===== config.mk =====
export PLATFORM = sky130hd
export DESIGN_NAME = pm_arbiter
export DESIGN_NICKNAME = d
export VERILOG_FILES = /design/src/rtl/pm_arbiter_pkg.sv /design/src/rtl/pm_arbiter_starve_ctr.sv /design/src/rtl/pm_arbiter.sv
export SDC_FILE = /design/constraint.sdc
export NUM_CORES = 1
export LEC_CHECK = 0
export ABC_AREA = 1
export BUFFER_PORTS_ARGS = -buffer_cell sky130_fd_sc_hd__clkbuf_2
export CORE_MARGIN = 5
export CORE_UTILIZATION = 31
export DETAILED_ROUTE_END_ITERATION = 12
export HOLD_SLACK_MARGIN = 0.05
export PLACE_DENSITY = 0.8
export SETUP_SLACK_MARGIN = 0.05
export SLEW_MARGIN = 20
export SYNTH_ARGS = -nofsm -noshare
export SYNTH_HDL_FRONTEND = slang
export SYNTH_SLANG_ARGS = --single-unit
export TNS_END_PERCENT = 50

===== constraint.sdc =====
create_clock -name clk -period 1.45 [get_ports clk]
set_input_delay 0.0725 -clock clk [delete_from_list [all_inputs] [get_ports clk]]
set_output_delay 0.0725 -clock clk [all_outputs]
set_load 0.005 [all_outputs]

===== src/rtl/pm_arbiter_pkg.sv =====
// -----------------------------------------------------------------------------
// pm_arbiter_pkg
// Shared definitions for the program-memory read-port arbiter.
//   WORD_W           : data/address word width used by PC, ROM and ALU
//   owner_t          : {f, d} ownership of the port slot in a given cycle
//   OWN_NONE/F/D     : owner encodings
// -----------------------------------------------------------------------------
package pm_arbiter_pkg;

    localparam int WORD_W = 16;

    // Bit 1 = fetch, bit 0 = data. At most one bit is ever set.
    typedef logic [1:0] owner_t;

    localparam owner_t OWN_NONE = 2'b00;
    localparam owner_t OWN_F    = 2'b10;
    localparam owner_t OWN_D    = 2'b01;

endpackage : pm_arbiter_pkg


===== src/rtl/pm_arbiter_starve_ctr.sv =====
// -----------------------------------------------------------------------------
// starve_ctr
// Saturating count of consecutive cycles fetch has been denied.
//   clk    in  : system clock
//   rst    in  : asynchronous active-high reset
//   inc    in  : fetch requested but was not granted this cycle
//   clr    in  : fetch was granted this cycle (wins over inc)
//   starve out : count has reached MAX_WAIT; fetch must win next arbitration
// -----------------------------------------------------------------------------
module starve_ctr #(
    parameter int unsigned MAX_WAIT = 4
) (
    input  logic clk,
    input  logic rst,
    input  logic inc,
    input  logic clr,
    output logic starve
);

    localparam logic [3:0] LIMIT = 4'(MAX_WAIT);

    logic [3:0] count;

    // NOTE: sequential state uses non-blocking assignments so every register
    // samples values from before the clock edge, independent of block order.
    always_ff @(posedge clk or posedge rst) begin
        if (rst) begin
            count <= '0;
        end else if (clr) begin
            count <= '0;
        end else if (inc && (count != LIMIT)) begin
            count <= count + 4'd1;
        end
    end

    assign starve = (count == LIMIT);

endmodule : starve_ctr


===== src/rtl/pm_arbiter.sv =====
// -----------------------------------------------------------------------------
// pm_arbiter
// Arbitrates the single program-memory read port between instruction fetch
// and a data-side requester, returns the one-cycle-late read data to the
// owner, and stalls the PC while fetch is denied.
//   MAX_WAIT  param : max consecutive denied fetch cycles (1..15)
//   clk       in    : system clock
//   rst       in    : asynchronous active-high reset
//   f_req     in    : fetch read request
//   f_addr    in    : fetch address (PC)
//   d_req     in    : data read request
//   d_addr    in    : data read address
//   d_lock    in    : keep the port for the next data request (burst)
//   f_gnt     out   : fetch owns the port this cycle
//   d_gnt     out   : data owns the port this cycle
//   mem_addr  out   : granted address, 0 when idle
//   mem_rdata in    : synchronous-read memory data (one cycle after address)
//   rdata     out   : returned read data, shared by both requesters
//   f_rvalid  out   : rdata answers last cycle's fetch grant
//   d_rvalid  out   : rdata answers last cycle's data grant
//   pc_stall  out   : PC must hold (fetch requesting but not granted)
// -----------------------------------------------------------------------------
module pm_arbiter
    import pm_arbiter_pkg::*;
#(
    parameter int unsigned MAX_WAIT = 4
) (
    input  logic              clk,
    input  logic              rst,
    input  logic              f_req,
    input  logic [WORD_W-1:0] f_addr,
    input  logic              d_req,
    input  logic [WORD_W-1:0] d_addr,
    input  logic              d_lock,
    output logic              f_gnt,
    output logic              d_gnt,
    output logic [WORD_W-1:0] mem_addr,
    input  logic [WORD_W-1:0] mem_rdata,
    output logic [WORD_W-1:0] rdata,
    output logic              f_rvalid,
    output logic              d_rvalid,
    output logic              pc_stall
);

    logic   starve;
    logic   lock;
    owner_t owner;

    starve_ctr #(
        .MAX_WAIT (MAX_WAIT)
    ) u_starve_ctr (
        .clk    (clk),
        .rst    (rst),
        .inc    (pc_stall),
        .clr    (f_gnt),
        .starve (starve)
    );

    // Grant selection. Starvation is checked first so a held lock cannot
    // block fetch beyond MAX_WAIT cycles; a lock with d_req low simply falls
    // through to normal arbitration in the same cycle.
    // NOTE: every combinational output gets a default before the if-chain, so
    // no path leaves a signal unassigned and no latch is inferred.
    always_comb begin
        f_gnt    = 1'b0;
        d_gnt    = 1'b0;
        mem_addr = '0;
        if (starve && f_req) begin
            f_gnt = 1'b1;
        end else if (lock && d_req) begin
            d_gnt = 1'b1;
        end else if (d_req) begin
            d_gnt = 1'b1;
        end else if (f_req) begin
            f_gnt = 1'b1;
        end

        if (f_gnt) begin
            mem_addr = f_addr;
        end else if (d_gnt) begin
            mem_addr = d_addr;
        end
    end

    assign pc_stall = f_req & ~f_gnt;

    // Lock survives only while data keeps winning with d_lock set. Any other
    // outcome (data grant without d_lock, starvation grant to fetch, d_req
    // dropped) clears it, which is exactly d_gnt & d_lock.
    // Owner is reset so a read granted just before reset never returns an
    // rvalid afterwards.
    always_ff @(posedge clk or posedge rst) begin
        if (rst) begin
            lock  <= 1'b0;
            owner <= OWN_NONE;
        end else begin
            lock  <= d_gnt & d_lock;
            owner <= {f_gnt, d_gnt};
        end
    end

    assign f_rvalid = |(owner & OWN_F);
    assign d_rvalid = |(owner & OWN_D);
    assign rdata    = mem_rdata;

endmodule : pm_arbiter


==> metrics.txt <==
initial drt markers 8; core footprint 2148 sq um; relative slew slack 81.41%; largest cells by area after synthesis nand2_1, dfrtp_1, buf_4; Tcrit/Tclk final 106.4%; switching power 248.7 uW; LEAKAGE 0.6608 nW; HPWL Detailed 1512 um; Post-layout nets 216; CP Launch Type flop; critical path arrival 1470 ps; post-synth top area share 23.12%; htree depth 1; CP endpoint kind output pin; Syn Std Cell Area 681.9 sq um; Placed Instances 174; Worst Skew 2.133 ps; DIE HEIGHT 56.90 um; Final Non-Filler Cells 187; max_cap viols 0; register share of total power 28.1%; top cell type by total area after synthesis nand2_1; dpl cell area 872.1 sq um; Post-Synthesis Cells 107; CP required 1380 ps; Routed Antenna Nets 0; Ports 90; starting density of the core 31.74%; input/output buffers 56; Total GRT Usage 13.26%; Clock Path Buffers 2; clock latency on the worst-skew pair 250 ps; drt first pass iters 4; antenna violations before repair 0; Syn Nets 162; CP max FO 9; diodes inserted 0; grt ovf 0; CP Class flop to output pin; WL final 2196 um; Cell Int Power 468.5 uW; clock share of power 21.9%; top-count cell post-synth nand2_1; TritonCTS clock tree done; CTS Sinks 6; Seq/Total Area, Yosys 22.02%; Synth cell types 15; PD cells 668.1 nW/um^2; number of warnings issued by yosys 0; Combinational Power Share 50.0%; sw frac 34.68%; DRC errors left 0; Max rail drop VDD 0.0003604 V; Slew Viols, Final 0; status finished with violations; Final TNS setup -1536 ps; violated checks negative setup slack; Max Freq 0.6479 GHz; CTS clk-pin slew, worst paths 50 ps; Synth Register Bits 6; asr flop ratio synth 100.0%; final setup vio count 19; Min-Delay Path Class input port to flop; Die W 56.90 um; Min-Delay Path Depth 3; PnR worst setup slack -93.39 ps; Row Count 17; Post-synth EDFFs 0; via/cell ratio 4.551; largest net degree at the start of global routing 20; die area 3238 sq um; first-pass GRT wire length 3498 um; DR WL/cell 11.74 um; RSZ-0062 raised after global routing yes; syn_area_per_cell 6.373 sq um; Final Hold Fails 0; RePlAce Congestion 0.7260; Tmin final 1543 ps; vias in the first global route 876; Synth top cells by count nand2_1, nand3_1, buf_4, inv_1, dfrtp_1; worst-margin pin slew 278.2 ps; dominant synthesized flop cell dfrtp_1; layout cell share with drive strength beyond 1 57.86%; total number of vias 851; root buf cell clkbuf_4; Area Overhead vs Synth 57.43%; CTS Buf Count 3; fin area 1074 sq um; Worst Reg-to-Reg Cells 7
logic make-up (layout without fill, tap and decap cells):
logic type	count (synthesis)	after routing	synth area share (%)
AND/OR/NAND/NOR	68	69	45.14
buffers and inverters	29	80	27.15
flip-flops	6	6	22.02
adder cells (fa/ha/maj)	2	2	3.669
AO/OA/AOI/OAI	1	1	0.7332
XOR/XNOR	1	1	1.285
sequential cells by signal, indices dropped and copies added, names as in the netlist:
signal              flops
u_starve_ctr.count      4
owner                   2
power by group through the flow:
stage	logic [mW]	clock network (mW)	registers (mW)
after global placement	0.250	0	0.205
after global routing	0.400	0.166	0.203
after CTS	0.334	0.164	0.201
after detailed placement	0.257	0	0.205
final	0.359	0.157	0.201
after floorplan	0.170	0	0.204
cell type report:
cell class                      count  area, sq um
Fill cell                         238         1075
Multi-Input combinational cell     73        444.2
Timing Repair Buffer               69        391.6
Sequential cell                     6        150.1
Tap cell                           28        35.03
Inverter                            8        30.03
Clock buffer                        3        22.52
critical path: stages, from the launching register on:
cell,delay (ps)
dfrtp_1,380
inv_2,90
ha_4,150
nand4_4,180
nand2_4,200
buf_4,130
clkbuf_2,100
timing repair:
action | CTS | global route
hold buffers | 1 | 0
gates resized for setup | 23 | 1
gates cloned | 2 | 0
endpoints found under the hold margin | 6 | 0
buffers inserted | 3 | 4
setup endpoints to repair | 18 | 19
pin swaps | 14 | 3
metrics by stage:
stage	setup WS [ps]	utilization (%)	total power, mW	hold WS (ps)
floorplan	180.4	-	0.3736	-136.5
global placement	116.5	40.59	0.4548	-29.69
detailed placement	89.16	40.59	0.4618	-16.17
CTS	-72.99	48.46	0.6984	74.77
global route	-188.7	49.97	0.7690	98.37
finish	-93.39	49.97	0.7172	81.21
worst paths after layout:
path                            slack [ps]                     to             startpoint
worst min-delay path                    80               owner[0]                  d_req
min in group asynchronous              270  u_starve_ctr.count[1]                    rst
worst max-delay path                   -90                  f_gnt  u_starve_ctr.count[0]
worst max register to register          90  u_starve_ctr.count[2]  u_starve_ctr.count[0]
worst min register to register         530  u_starve_ctr.count[3]  u_starve_ctr.count[3]
max in group asynchronous              970  u_starve_ctr.count[3]                    rst
cells in the final DEF (no fill, tap or decap), types with 2 or more instances in the layout:
cell type	n
nor2_1	3
clkbuf_4	3
nand3_2	12
nand4_1	2
nand2_1	41
inv_2	3
nand3_1	6
inv_1	5
buf_6	3
buf_4	9
dfrtp_1	6
clkbuf_2	56
layer usage:
metal	routed length [um]	vias to the layer above	global-route usage, %	part of all wire, %
met2	1215	23	25.29	55
met4	8	0	3.642	0.36
met3	133	4	2.989	6.1
met1	838	397	14.40	38
li1	-	427	-	-
met5	0	-	0	0
(Power assumes the default switching activity.)
